## src/rtl/reg_file_pkg.sv

```systemverilog
// Shared constants and word type for the register file and the SPI slave
// that sits in front of it.
package reg_file_pkg;

   localparam int REG_DATA_WIDTH   = 8;
   localparam int REG_LENGTH       = 256;
   localparam int REG_ADDRESS_SIZE = 8;

   typedef logic [REG_DATA_WIDTH-1:0] reg_word_t;

endpackage

```

## src/rtl/reg_file_if.sv

```systemverilog
// Single-port register file bus: one address for writes and registered reads.
// The master drives address/data/write-enable; the slave returns o_data.
interface reg_file_if
   import reg_file_pkg::*;
#(
   parameter int DATA_WIDTH   = REG_DATA_WIDTH,
   parameter int ADDRESS_SIZE = REG_ADDRESS_SIZE
) ();

   logic [ADDRESS_SIZE-1:0] i_address;
   logic [DATA_WIDTH-1:0]   i_data;
   logic                    i_wr_en;
   logic [DATA_WIDTH-1:0]   o_data;

   modport master (
      output i_address,
      output i_data,
      output i_wr_en,
      input  o_data
   );

   modport slave (
      input  i_address,
      input  i_data,
      input  i_wr_en,
      output o_data
   );

endinterface

```

## src/rtl/reg_file.sv

```systemverilog
// Single-port synchronous register file with registered read port.
// Define REG_FILE_WRITE_THROUGH_EN to also load o_data on in-range writes.
module reg_file
   import reg_file_pkg::*;
#(
   parameter int DATA_WIDTH   = REG_DATA_WIDTH,
   parameter int LENGTH       = REG_LENGTH,
   parameter int ADDRESS_SIZE = REG_ADDRESS_SIZE
) (
   input logic        i_clk,
   input logic        i_rst_n,
   reg_file_if.slave  bus
);

   localparam int IDX_W = (LENGTH > 1) ? $clog2(LENGTH) : 1;

   // One extra bit so LENGTH == 2**ADDRESS_SIZE is representable.
   localparam logic [ADDRESS_SIZE:0] LEN_LIMIT = LENGTH[ADDRESS_SIZE:0];

   logic [DATA_WIDTH-1:0] mem_q [LENGTH];
   logic [DATA_WIDTH-1:0] o_data_q;
   logic [DATA_WIDTH-1:0] o_data_d;

   logic             in_range;
   logic [IDX_W-1:0] idx;
   logic             wr_hit;
   logic [DATA_WIDTH-1:0] rd_word;

   assign in_range = {1'b0, bus.i_address} < LEN_LIMIT;
   assign idx      = bus.i_address[IDX_W-1:0];
   assign wr_hit   = bus.i_wr_en & in_range;

   always_comb begin
      rd_word = '0;
      if (in_range) begin
         rd_word = mem_q[idx];
      end
   end

   always_comb begin
      o_data_d = o_data_q;
      if (!bus.i_wr_en) begin
         o_data_d = rd_word;
      end
`ifdef REG_FILE_WRITE_THROUGH_EN
      else if (in_range) begin
         o_data_d = bus.i_data;
      end
`endif
   end

   always_ff @(posedge i_clk) begin
      if (!i_rst_n) begin
         mem_q <= '{default: '0};
      end else if (wr_hit) begin
         mem_q[idx] <= bus.i_data;
      end
   end

   always_ff @(posedge i_clk) begin
      if (!i_rst_n) begin
         o_data_q <= '0;
      end else begin
         o_data_q <= o_data_d;
      end
   end

   assign bus.o_data = o_data_q;

endmodule

```

## src/flat_wrapper.sv

```systemverilog
// flat-port wrapper written by rule: the top's interface ports become plain ports
module reg_file_flat import reg_file_pkg::*;
#(
   parameter int DATA_WIDTH   = REG_DATA_WIDTH,
   parameter int LENGTH       = REG_LENGTH,
   parameter int ADDRESS_SIZE = REG_ADDRESS_SIZE
)
  (i_clk, i_rst_n, bus_i_address, bus_i_data, bus_i_wr_en, bus_o_data);
  reg_file_if #(.DATA_WIDTH(DATA_WIDTH), .ADDRESS_SIZE(ADDRESS_SIZE)) bus_i ();
  input logic i_clk;
  input logic i_rst_n;
  input wire logic [$bits(bus_i.i_address)-1:0] bus_i_address;
  input wire logic [$bits(bus_i.i_data)-1:0] bus_i_data;
  input wire logic [$bits(bus_i.i_wr_en)-1:0] bus_i_wr_en;
  output wire logic [$bits(bus_i.o_data)-1:0] bus_o_data;
  assign bus_i.i_address = bus_i_address;
  assign bus_i.i_data = bus_i_data;
  assign bus_i.i_wr_en = bus_i_wr_en;
  assign bus_o_data = bus_i.o_data;
  reg_file #(.DATA_WIDTH(DATA_WIDTH), .LENGTH(LENGTH), .ADDRESS_SIZE(ADDRESS_SIZE)) u_core (.i_clk(i_clk), .i_rst_n(i_rst_n), .bus(bus_i));
endmodule
```

## config.mk

```make
export PLATFORM = sky130hd
export DESIGN_NAME = reg_file_flat
export DESIGN_NICKNAME = d
export VERILOG_FILES = /design/src/rtl/reg_file_pkg.sv /design/src/rtl/reg_file_if.sv /design/src/rtl/reg_file.sv /design/src/flat_wrapper.sv
export SDC_FILE = /design/constraint.sdc
export NUM_CORES = 2
export LEC_CHECK = 0
export CAP_MARGIN = 10
export CORE_AREA = 2 2 617 619
export DETAILED_ROUTE_END_ITERATION = 16
export DIE_AREA = 0 0 619 621
export PLACE_DENSITY_LB_ADDON = 0.15
export SLEW_MARGIN = 20
export SYNTH_ARGS = -nofsm -noshare
export SYNTH_HDL_FRONTEND = slang
export SYNTH_SLANG_ARGS = --single-unit
```

## constraint.sdc

```tcl
create_clock -name i_clk -period 3.5 [get_ports i_clk]
set_input_delay 0.875 -clock i_clk [delete_from_list [all_inputs] [get_ports i_clk]]
set_output_delay 0.875 -clock i_clk [all_outputs]
set_load 0.005 [all_outputs]
```

Yosys cells after proc, flatten, opt, wreduce, memory -nomap -nowiden
Index checks and enable logic that the tools add are counted.
Widths: inputs -> output; s select.
Word-level totals
  logic and storage cells: 267
  bits in registers: 2056
  output and inout bits: 8
  input port bits: 19
Operators by class
  magnitude comparators: 2
  reduce and logical (&&, ||, !) cells: 1
  bitwise operators: 1
  multiplexer cells: 6
Operators by type and width (number)
  $bwmux 2048: 1
  $bmux 8 s8: 1
  $demux 8 s8: 1
  $mux 8: 3
  $ge 9x9->1 const B: 1
  $lt 9x1->1 const B: 1
  $not 8->9: 1
  $logic_and 1x1->1: 1

Longest topological paths before layout
  depth after elaboration: 6
  gate-level depth with buffers: 13
  depth with buffers taken out: 7

Worst setup path before layout
OpenSTA, ideal clock, no wires.
  path type: input port to flip-flop
  from: input bus_i_address[0]
  to: register u_core.o_data_q[7] (netlist: u_core.bus.o_data[7])
  arrival time: 2.926 ns
  required time: 3.354 ns
  stages on the path: 10
  slack: 0.428 ns
  path buffers: 5
  setup time: 0.146 ns
  cell sequence: buf_6 buf_12 buf_4 buf_4 buf_4 mux4_2 mux2i_1 nor2_1 a2111oi_1 a41oi_1
Between the ends
  word-level cells in the longest chain between the ends: 4
RTL lines
  start: declaration: line flat_wrapper.sv:12  | input wire logic [$bits(bus_i.i_address)-1:0] bus_i_address;
  $not 8->9 (implied by the code): line reg_file.sv:36  | rd_word = mem_q[idx];
  $bmux 8 s8: line reg_file.sv:36
  $mux 8 (implied by the code) (2 in series): line reg_file.sv:36
  end signal: assignment: line reg_file.sv:64  | o_data_q <= o_data_d;
  end: declaration: line reg_file.sv:21  | logic [DATA_WIDTH-1:0] o_data_q;
Every way passes these cells. The select of a mux whose other input is x is not followed.
A chain may end at the register's enable or synchronous reset.

Worst setup path in the final report
  from: input bus_i_address[0]
  to: register u_core.o_data_q[5] (netlist: u_core.bus.o_data[5])
Same word-level chain as after synthesis.

==> impl_results.md <==
* Outcome: finished, final reports clean
* Drt pass-1 iters at 6
* Worst Path Arrival at 4.29 ns
* Top-count cell post-synth: nand2_1
* Synth area leader: dfxtp_1
* Achievable Freq at just under 0.3 GHz
* Cell types occupying the most area after synthesis: dfxtp_1, a21boi_0, nand2_1
* Worst relative slew slack at 0.282
* Primary FF master, synth: dfxtp_1
* Largest stage delay on the critical path at approximately 0.70 ns
* Detailed Route WL at around 410000 um
* Post-synth top area share at 0.437
* Final hold violation count at 0
* Resized cells post-CTS at 0
* Post-CTS Setup Bufs at 0
* I/O Buffers at 26
* Final cell count without fillers at between 15000 and 20000
* MaxCap Viol Count at 0
* DP Cell Count at 16000
* Slew Viols, Final at 0
* Worst Skew at 0.0938 ns
* Detail Route Antenna Nets at 0
* Largest net degree at the start of global routing at about 200
* Critical path startpoint category: primary input
* Worst Tran Pin Value at about 1.1 ns
* Std-Cell Rows at roughly 230
* Post-synth EDFFs at 0
* Warning count from the yosys run at 0
* Share of post-route cells with drive strength above 1 at 0.184
* Fin util at 0.309
* Die X at around 620 um
* Via Count at approximately 80000
* Power, Total at around 54 mW
* Most frequent CP cell: buf_4
* Vias in the first global route at approximately 80000
* CTS Buf Count at 244
* Setup_tns at 0 ns
* First-pass GRT wire length at 592000 um
* Global-route usage over all layers at 0.207
* CP max stage cell: o31ai_1
* CTS tree: done
* Die area at 0.384 mm^2
* Hold Crit Class: primary input to flop
* Setup crit start: bus_i_address[0]
* Design area at roughly 0.12 mm^2
* DP Worst Slack at -0.838 ns
* Drt first-iter violations at just under 7000
* Worst skew pair latency at about 0.99 ns
* Initial Utilization at 0.249
* RSZ-0062 raised after global routing: no
* Post-synthesis register bit count at between 2000 and 2500
* CTS Root Cell: clkbuf_16
* Final Cycle Share at 0.980
* Area Growth Syn to Fin at 24.1%
* DR WL/cell at between 20 and 25 um
* Initial antenna violation count at 15
* Post-synth top cells: nand2_1, dfxtp_1, a21boi_0, clkbuf_1, o21ai_0
* Clock tree buffer depth at 4
* Element type at the critical path end: flop
* Ports at 27
* Leak at 38.0 nW
* Crit-path cells: buf_8, buf_12, buf_12, mux4_2, a22o_1, a221oi_1, buf_4, a2111oi_0, buf_4, o31ai_1, buf_4, a41oi_1
* Fraction of registers with async set/reset at 0
* DR vias/cell at approximately 5
* Post-DP HPWL at about 280000 um
* VDD IR max at roughly 0.00042 V
* Hold buffers post-CTS at 0
* Syn Std Cell Area at about 0.094 mm^2
* Critical path type: primary input to flop
* Synth unique cells at 56
* Number of remaining DRC errors at 0
* Fin worst setup slack at 0.0703 ns
* CTS sink count at roughly 2100
* Post-layout min period at between 3 and 4 ns
* Hold Slack at between 0.3 and 0.4 ns
* Syn Inst Count at between 10000 and 15000
* Number of fill cells in the layout at about 40000
* Post-DP Area at 0.108 mm^2
* Storage element area at around 0.041 mm^2
* Hold Crit Start: i_rst_n
* Req. time, crit path at ~4.4 ns
* Pwr dens at 465 mW/mm^2
* CP max FO at 13
* Core area at approximately 0.38 mm^2
* Placer Congestion at 0.881
* Mean area per synthesized cell at 8.82 um^2
* Nets at about 11000
* Multi-input gate area at roughly 0.050 mm^2
* GRT Residual Overflow at 0
* Seq/Total Area, Yosys at 0.437
* Reg2reg start: u_core.mem_q[710]$_SDFFE_PN0P_
* Clock Pin Slew Worst Setup and Hold Paths at approximately 0.06 ns
* Height of the die at between 600 and 700 um
* Synthesized netlist net count at around 11000
* H-tree depth at 4
* Setup-failing EPs final at 0
[cell type report]
type,count,area share
Inverter,5,0.000161
Antenna cell,2,0.0000428
Tap cell,5016,0.0537
Clock buffer,368,0.0629
Sequential cell,2056,0.352
Clock inverter,79,0.00928
Timing Repair Buffer,1155,0.0969
Multi-Input combinational cell,7752,0.425
[layer usage]
| metal | vias up | global-route usage | wire [um] |
|---|---|---|---|
| li1 | 37900 | - | - |
| met1 | 41200 | 0.281 | 184000 |
| met2 | 2354 | 0.337 | 189000 |
| met3 | 579 | 0.0252 | 20800 |
| met4 | 4 | 0.0761 | 16400 |
| met5 | - | 0 | 27 |
[path summary, 6_finish.rpt]
path | end | slack (ns) | cells past startpoint
worst max-delay path | u_core.bus.o_data[5]$_SDFFE_PN0N_ | 0.07 | 12
worst min-delay path | u_core.mem_q[925]$_SDFFE_PN0P_ | 0.33 | 2
worst max register to register | u_core.bus.o_data[6]$_SDFFE_PN0N_ | 0.40 | 8
worst min register to register | u_core.mem_q[1339]$_SDFFE_PN0P_ | 0.46 | 2
[worst max-delay path, delay by kind of cell]
kind	cells	cell delay, ns
buffers and inverters	6	1.31
AO/OA/AOI/OAI	5	1.52
multiplexers	1	0.49
[layout by cell type, fill, tap and decap left out, types with 10 or more instances in the layout]
| cell type | instances |
|---|---|
| o22ai_1 | 19 |
| a21oi_1 | 37 |
| a31oi_1 | 12 |
| nand2b_1 | 10 |
| bufinv_16 | 22 |
| o21ai_0 | 488 |
| mux2_2 | 10 |
| a211oi_1 | 16 |
| nor2b_1 | 42 |
| nand2_4 | 14 |
| nand3_1 | 295 |
| a21boi_0 | 2021 |
| mux2i_1 | 197 |
| clkinv_2 | 44 |
| a221oi_1 | 24 |
| mux4_2 | 482 |
| clkbuf_8 | 69 |
| nor2_4 | 12 |
| nor2_1 | 252 |
| buf_4 | 928 |
| clkbuf_16 | 248 |
| o221ai_1 | 13 |
| buf_8 | 12 |
| a22oi_1 | 82 |
| nor2_2 | 19 |
| a22o_1 | 13 |
| buf_12 | 203 |
| clkbuf_1 | 51 |
| nand2_1 | 3584 |
| nor3_1 | 12 |
| dfxtp_1 | 2056 |
[cells by family (layout without fill, tap and decap cells)]
logic type / Yosys count / after routing / share of synthesized area
simple gates: 4290 / 4290 / 0.178
compound gates: 2773 / 2773 / 0.208
flops: 2056 / 2056 / 0.437
buf+inv: 870 / 1607 / 0.0394
mux: 689 / 689 / 0.137
other cells: 0 / 2 / 0
[registers in the layout, indices dropped and copies added, names as in the netlist]
register,flops
u_core.mem_q,2048
u_core.bus.o_data,8
[power by group]
group	total (mW)	switching (mW)	internal (mW)
logic	3.80	2.46	1.34
registers	23.5	0.0421	23.4
clock network	27.1	11.1	16.0
No activity file was read; power rests on OpenSTA's default activity.
